[src/rtl/exc_ctrl.sv]
// Exception / interrupt sequencer.
// Arbitrates synchronous exceptions and four masked external interrupts.
// Captures the exception PC and cause code, then walks the pipeline
// through TAKE -> FLUSH (FLUSH_CYCLES cycles) -> VECTOR. A legal return
// from exception goes through the single-cycle RET state instead.
// All outputs except epc/cause are a pure decode of the state register,
// so no input reaches an output through combinational logic.
module exc_ctrl #(
    parameter logic [31:0] VECTOR_ADDR  = 32'h0000_0080,
    parameter int          FLUSH_CYCLES = 2
) (
    input  logic        clk,
    input  logic        rst,
    input  logic [31:0] pc_in,
    input  logic        inst_valid,
    input  logic        illegal,
    input  logic        syscall,
    input  logic        rfe_req,
    input  logic [3:0]  irq,
    input  logic [3:0]  irq_mask,
    input  logic        IE_c,
    input  logic        s_u_c,
    output logic        exception,
    output logic        rfe,
    output logic        flush,
    output logic [1:0]  pc_sel,
    output logic [31:0] pc_target,
    output logic [31:0] epc,
    output logic [3:0]  cause,
    output logic        busy
);

    // Sequencer states
    localparam logic [2:0] S_IDLE   = 3'd0;
    localparam logic [2:0] S_TAKE   = 3'd1;
    localparam logic [2:0] S_FLUSH  = 3'd2;
    localparam logic [2:0] S_VECTOR = 3'd3;
    localparam logic [2:0] S_RET    = 3'd4;

    // Redirect selector encodings
    localparam logic [1:0] PC_SEQ    = 2'b00;
    localparam logic [1:0] PC_VECTOR = 2'b01;
    localparam logic [1:0] PC_EPC    = 2'b10;

    // Cause codes for the synchronous exceptions
    localparam logic [3:0] CAUSE_ILLEGAL  = 4'h8;
    localparam logic [3:0] CAUSE_SYSCALL  = 4'h9;
    localparam logic [3:0] CAUSE_USER_RFE = 4'hA;

    // Value of the flush counter in the last FLUSH cycle
    localparam logic [3:0] FCNT_LAST = 4'(FLUSH_CYCLES - 1);

    logic [2:0]  state_q, state_d;
    logic [3:0]  fcnt_q,  fcnt_d;
    logic [31:0] epc_q,   epc_d;
    logic [3:0]  cause_q, cause_d;

    // ------------------------------------------------------------------
    // Interrupt arbitration: lowest-index enabled line wins.
    // lower_any[i] is set when any line below i is active, so exactly
    // one bit of irq_first can be high.
    // ------------------------------------------------------------------
    logic [3:0] irq_act;
    logic [3:0] lower_any;
    logic [3:0] irq_first;
    logic [1:0] irq_idx;
    logic       irq_evt;

    assign irq_act      = irq & irq_mask;
    assign lower_any[0] = 1'b0;

    genvar gi;
    generate
        for (gi = 0; gi < 4; gi++) begin : g_irq_pri
            assign irq_first[gi] = irq_act[gi] & ~lower_any[gi];
            if (gi < 3) begin : g_chain
                assign lower_any[gi+1] = lower_any[gi] | irq_act[gi];
            end
        end
    endgenerate

    assign irq_idx = {irq_first[3] | irq_first[2], irq_first[3] | irq_first[1]};
    assign irq_evt = IE_c & (|irq_act);

    // ------------------------------------------------------------------
    // Event qualification. Only meaningful while IDLE; the FSM ignores
    // these terms in every other state, which is what drops synchronous
    // requests that arrive during a flush.
    // ------------------------------------------------------------------
    logic       ill_evt;
    logic       sys_evt;
    logic       urfe_evt;
    logic       lrfe_evt;
    logic       take_evt;
    logic [3:0] evt_cause;

    assign ill_evt  = inst_valid & illegal;
    assign sys_evt  = inst_valid & syscall;
    assign urfe_evt = inst_valid & rfe_req & s_u_c;
    assign lrfe_evt = inst_valid & rfe_req & ~s_u_c;
    assign take_evt = ill_evt | sys_evt | urfe_evt | irq_evt;

    // Priority encode the cause of the winning event
    always_comb begin
        evt_cause = {2'b01, irq_idx};
        if (ill_evt) begin
            evt_cause = CAUSE_ILLEGAL;
        end else if (sys_evt) begin
            evt_cause = CAUSE_SYSCALL;
        end else if (urfe_evt) begin
            evt_cause = CAUSE_USER_RFE;
        end
    end

    // Next-state, flush counter and exception capture
    always_comb begin
        state_d = state_q;
        fcnt_d  = fcnt_q;
        epc_d   = epc_q;
        cause_d = cause_q;
        case (state_q)
            S_IDLE: begin
                if (take_evt) begin
                    // For an interrupt pc_in has not executed yet, so
                    // saving it makes the return re-execute it.
                    epc_d   = pc_in;
                    cause_d = evt_cause;
                    fcnt_d  = 4'd0;
                    state_d = S_TAKE;
                end else if (lrfe_evt) begin
                    state_d = S_RET;
                end
            end
            S_TAKE: begin
                state_d = S_FLUSH;
            end
            S_FLUSH: begin
                fcnt_d = fcnt_q + 4'd1;
                if (fcnt_q == FCNT_LAST) begin
                    state_d = S_VECTOR;
                end
            end
            S_VECTOR: begin
                state_d = S_IDLE;
            end
            S_RET: begin
                state_d = S_IDLE;
            end
            default: begin
                state_d = S_IDLE;
            end
        endcase
    end

    // State and capture registers, cleared asynchronously by rst low
    always_ff @(posedge clk or negedge rst) begin
        if (!rst) begin
            state_q <= S_IDLE;
            fcnt_q  <= 4'd0;
            epc_q   <= 32'd0;
            cause_q <= 4'd0;
        end else begin
            state_q <= state_d;
            fcnt_q  <= fcnt_d;
            epc_q   <= epc_d;
            cause_q <= cause_d;
        end
    end

    // Moore output decode from the state register only
    always_comb begin
        exception = 1'b0;
        rfe       = 1'b0;
        flush     = 1'b0;
        pc_sel    = PC_SEQ;
        pc_target = 32'd0;
        case (state_q)
            S_TAKE: begin
                exception = 1'b1;
                flush     = 1'b1;
            end
            S_FLUSH: begin
                flush = 1'b1;
            end
            S_VECTOR: begin
                flush     = 1'b1;
                pc_sel    = PC_VECTOR;
                pc_target = VECTOR_ADDR;
            end
            S_RET: begin
                rfe       = 1'b1;
                flush     = 1'b1;
                pc_sel    = PC_EPC;
                pc_target = epc_q;
            end
            default: begin
                exception = 1'b0;
            end
        endcase
    end

    assign busy  = (state_q != S_IDLE);
    assign epc   = epc_q;
    assign cause = cause_q;

endmodule
[config.mk]
export PLATFORM = sky130hd
export DESIGN_NAME = exc_ctrl
export DESIGN_NICKNAME = d
export VERILOG_FILES = /design/src/rtl/exc_ctrl.sv
export SDC_FILE = /design/constraint.sdc
export NUM_CORES = 1
export LEC_CHECK = 0
export BUFFER_PORTS_ARGS = -buffer_cell sky130_fd_sc_hd__buf_4
export CAP_MARGIN = 20
export CORE_MARGIN = 2
export CORE_UTILIZATION = 47
export DETAILED_ROUTE_END_ITERATION = 10
export PLACE_DENSITY = 0.86
export SLEW_MARGIN = 20
export SYNTH_ARGS = -nofsm -noshare
export SYNTH_HDL_FRONTEND = slang
export SYNTH_SLANG_ARGS = --single-unit
[constraint.sdc]
create_clock -name clk -period 3.95 [get_ports clk]
set_clock_uncertainty 0.2 [all_clocks]
set_input_delay 0.9875 -clock clk [delete_from_list [all_inputs] [get_ports clk]]
set_output_delay 0.9875 -clock clk [all_outputs]
set_load 0.02 [all_outputs]
======== Word level (Yosys, flattened, before mapping) ========
Cells that the tools add are included.
storage, ports and cells
  output and inout port bits .............. 74
  register bits ........................... 43
cells by class
  bitwise operators ....................... 21
  add/sub/neg operators ................... 1
  reduce and logical (&&, ||, !) cells .... 8
  eq/ne operators ......................... 8
  multiplexer cells ....................... 14
operators with widths
  operator                                             number
  one-hot mux 32 bit (2 select lines)                  1
  2-to-1 mux 4 bit                                     4
  bitwise AND 1 bit                                    9
  2-to-1 mux 3 bit                                     3
  one-hot mux 3 bit (3 select lines)                   1
  one-hot mux 4 bit (2 select lines)                   1
  OR reduction 4 bit                                   2
  OR 1 bit                                             7
  equality test 3 x 2 -> 1 bit, second input constant  2
  AND reduction 2 bit                                  3
  adder 4 x 1 -> 4 bit, second input constant          1
  bitwise AND 4 bit                                    1
  equality test 4 x 1 -> 1 bit, second input constant  1
  inequality test 2 bit, second input constant         2
  NOT 1 bit                                            4
  one-hot mux 2 bit (2 select lines)                   1
  equality test 3 x 1 -> 1 bit, second input constant  1
  equality test 3 bit, second input constant           1
  zero test 3 bit                                      1
  2-to-1 mux 1 bit                                     3
  inequality test 3 bit, second input constant         1
  nonzero test 3 bit                                   1
  nonzero test 2 bit                                   1

======== Depth between registers and ports, before layout ========
  depth in word-level cells ............... 9
  gate-level depth with buffers ........... 5
  depth with buffers taken out ............ 5

======== Worst setup path after synthesis ========
Ideal clock, no wire load.
  path kind ............................... register -> output
  start point ............................. register state_q[1]
  end point ............................... output pc_target[16]
  arrival ................................. 1.488 ns
  path slack .............................. 1.274 ns
  cell stages (with the launch flop) ...... 4
  path through ............................ dfrtp_1 > nor3b_1 > clkbuf_1 > and2_1
between the ends
  word-level cells in the longest chain between the ends .. 2
RTL lines
  element                                                              RTL line  text
  from (decl)                                                          53        logic [2:0] state_q, state_d;
  from (signal assigned)                                               163       state_q <= state_d;
  equality test 3 bit or equality test 3 x 2 -> 1 bit (tied branches)  177       case (state_q)
  one-hot mux 32 bit (2 select lines) *                                177
  to (decl)                                                            27        output logic [31:0] pc_target,
Every way passes the cells marked *; elsewhere a longest branch is shown, timed or not.

======== Worst setup path after layout ========
  start point ............................. register state_q[1]
  end point ............................... output flush
between the ends
  word-level cells in the longest chain between the ends .. 3
RTL lines
  element                                            RTL line  text
  equality test 3 bit, or another cell as far along  177
  OR reduction 4 bit (no source line) *              --
  2-to-1 mux 1 bit *                                 177
  to (decl)                                          25        output logic flush,
Marks and branches as above.

==> metrics.csv <==
stage,metric,value,unit
pwr,sw frac,39.33,%
place,pre-CTS setup slack,0.9964,ns
clock_network,number of H-tree levels,2,
drt,drt initial violations,95,
critical_path,CP max-delay cell,or3_1,
critical_path,"slowest stage delay, CP",0.52,ns
critical_path,critical setup path kind,register to primary output,
global_route,first-pass GRT wire length,8128,um
yosys,Yosys warning count,0,
critical_path,Worst setup EP type,primary output,
pwr,Psw,0.0008646,W
timing,worst slew pin tran,0.5451,ns
clock_network,Resized cells post-CTS,0,
floorplan,Die H,70.10,um
yosys,post-synthesis adder-cell area fraction,1.219,%
drt,DR pass1 iterations,4,
critical_path,Crit Path Max Fanout,8,
yosys,xor/xnor share of the synthesized area,0.4266,%
critical_path,worst flop-to-flop path startpoint,state_q[1]$_DFFE_PN0P_,
yosys,Post-synth EDFFs,0,
global_route,initial antenna violation count,0,
outcome,status,finished clean,
global_route,vias in the first global route,1757,
timing,RSZ-0062 raised after global routing,false,
clock_network,cts bufs inserted,5,
hold_path,Hold Crit Start,epc[24]$_DFFE_PN0P_,
timing,f_max,357.9,MHz
floorplan,Die ar.,4913,um2
timing,fin crit share,70.74,%
clock_network,setup bufs post-CTS,0,
critical_path,CP Launch Type,register,
floorplan,I/O pin cnt,122,
hold_path,Min-Delay Path Class,register to register,
clock_network,Hold Buf Count CTS,0,
place,HPWL after DPL,3898,um
pwr,Seq pwr share,37.5,%
global_route,Overall Global Routing Usage,20.62,%
floorplan,Die X,70.10,um
flow_run,Max Cap Violations,0,
yosys,Post-Syn Area,2053,um2
final_layout,Util after Layout,71.74,%
yosys,Yosys reg bits,43,
yosys,Synth top cells by count,"dfrtp_1, and2_1, mux2_2",
pwr,clock share of power,12.6,%
yosys,Main synth FF type,dfrtp_1,
critical_path,R2R cell count,4,
yosys,simple-gate area share of the yosys netlist,17.00,%
global_route,grt total ovfl,0,
floorplan,initial core utilization,47.81,%
timing,Rel. slew slack,63.58,%
yosys,cell count after synthesis,170,
critical_path,worst reg-to-reg setup slack,1.40,ns
clock_network,clk slew on worst S/H paths,0.08,ns
pwr,Cell Pwr Density,713.7,nW/um2
clock_network,CTS tree,yes,
yosys,share of the synthesized area in the top cell type,52.41,%
pwr,Pleak,1.547,nW
yosys,"count leader, synth",dfrtp_1,
drt,antenna-violating nets left,0,
timing,Sum Neg Setup Slack,0,ns
yosys,Synth Area in Compound Gates,6.764,%
yosys,ys async rst share,100.0,%
final_layout,Layout area overhead,50.03,%
place,IO Port Bufs,121,
timing,Slew Limit Fails,0,
timing,fin crit period,2.794,ns
drt,Post-Route WL,5084,um
timing,# setup viols final,0,
timing,Hold Slack,0.3137,ns
yosys,Synth area leader,dfrtp_1,
yosys,Mapped Nets,220,
drt,DR vias,1764,
place,Placer Congestion,0.7008,
yosys,library cells used by synthesis,31,
pwr,internal power,0.001334,W
yosys,Mean Syn Cell Area,12.08,um2
critical_path,worst r2r dst,epc[5]$_DFFE_PN0P_,
critical_path,"Data required, critical path",2.76,ns
clock_network,clk sinks,43,
drt,via/cell ratio,5.113,
clock_network,CTS max path bufs,2,
final_layout,nets@finish,343,
yosys,register area share after synthesis,52.41,%
timing,Final Hold Violating Endpoints,0,
final_layout,layout cell share with drive strength beyond 1,55.29,%
yosys,post-synthesis mux area share,18.65,%
final_layout,number of diodes,0,
hold_path,Hold Crit Depth,1,
clock_network,CTS root buf,clkbuf_8,
critical_path,crit path DAT,1.61,ns
yosys,largest family of logic cells by synthesized area,multiplexers,
global_route,largest net degree at the start of global routing,44,
floorplan,FP Rows,24,
drt,DRC,0,
pwr,VDD IR max,0.0004948,V
yosys,Synth area leaders,"dfrtp_1, mux2_2, and2_1",
floorplan,core outline area,4294,um2
clock_network,clk_lat worst skew,0.28,ns
pwr,share of total power in combinational logic,49.9,%
hold_path,hold worst-path end,epc[24]$_DFFE_PN0P_,
timing,Worst Slack Setup Final,1.156,ns
critical_path,crit-path cells,or3_1 > and2_1 > buf_4,
drt,wire length per cell,14.74,um
sequential cells by signal, indices dropped and copies added (netlist names):
name / cells
state_q: 3
cause: 4
fcnt_q: 4
epc: 32
routing by layer:
metal	vias up	track usage, %	wire length, um
met5	-	0	0
met4	0	5.556	41
met3	4	5.772	359
met2	75	37.46	2779
met1	858	23.74	1904
li1	827	-	-
how the worst max path moves through the flow:
stage / endpoint / start
3_5_place_dp: epc[5]$_DFFE_PN0P_ / s_u_c
4_1_cts: flush / state_q[1]$_DFFE_PN0P_
2_1_floorplan: pc_target[16] / state_q[1]$_DFFE_PN0P_
6_report: flush / state_q[1]$_DFFE_PN0P_
3_3_place_gp: epc[5]$_DFFE_PN0P_ / irq[0]
5_1_grt: pc_target[0] / state_q[1]$_DFFE_PN0P_
power by group through the flow:
stage / clock, W / sequential [W] / combinational (W)
floorplan: 0 / 0.00103 / 0.000446
global placement: 0 / 0.000815 / 0.00108
detailed placement: 0 / 0.000831 / 0.00111
CTS: 0.000282 / 0.000826 / 0.00111
global route: 0.000302 / 0.000860 / 0.00117
finish: 0.000277 / 0.000825 / 0.00110
worst max-delay path, delay by kind of cell (launching register included):
| family | cells | cell delay [ns] |
|---|---|---|
| buffers and inverters | 1 | 0.15 |
| and+or+nand+nor | 2 | 0.71 |
| DFF | 1 | 0.47 |
area by class of cell:
class / instances / area, um2
Inverter: 3 / 11.26
Fill cell: 358 / 1214
Multi-Input combinational cell: 116 / 909.6
Timing Repair Buffer: 124 / 930.9
Clock inverter: 1 / 5.005
Sequential cell: 43 / 1076
Clock buffer: 6 / 82.58
Tap cell: 52 / 65.06
cell usage in the layout (no fill, tap or decap), types with 2 or more instances in the layout:
cell type / synthesis / final
ha_1: 2 / 2
or2_2: 3 / 3
mux2_1: 9 / 9
nand2_1: 11 / 11
and2_1: 32 / 32
mux2_2: 25 / 25
o22ai_1: 2 / 2
o21ai_0: 5 / 5
buf_4: 0 / 124
nand2b_1: 2 / 2
dfrtp_1: 43 / 43
nor3b_1: 6 / 5
inv_1: 3 / 3
clkbuf_8: 0 / 6
a22o_1: 2 / 2
o21a_1: 2 / 2
nor2_1: 2 / 2
cell families (layout without fill, tap and decap cells):
family,after synthesis,count (layout)
flops,43,43
simple gates,60,60
buf+inv,11,134
mux,34,34
compound gates,19,19
xor+xnor,1,1
fa+ha+maj,2,2
metrics by stage:
| step | instances | area [um2] | power, W |
|---|---|---|---|
| after floorplan | 170 | 2053 | 0.001473 |
| after global placement | 338 | 2993 | 0.001897 |
| after detailed placement | 338 | 2993 | 0.001941 |
| after CTS | 345 | 3080 | 0.002220 |
| after global routing | 345 | 3080 | 0.002331 |
| final | 345 | 3080 | 0.002198 |
Power figures use the tool's default switching activity.
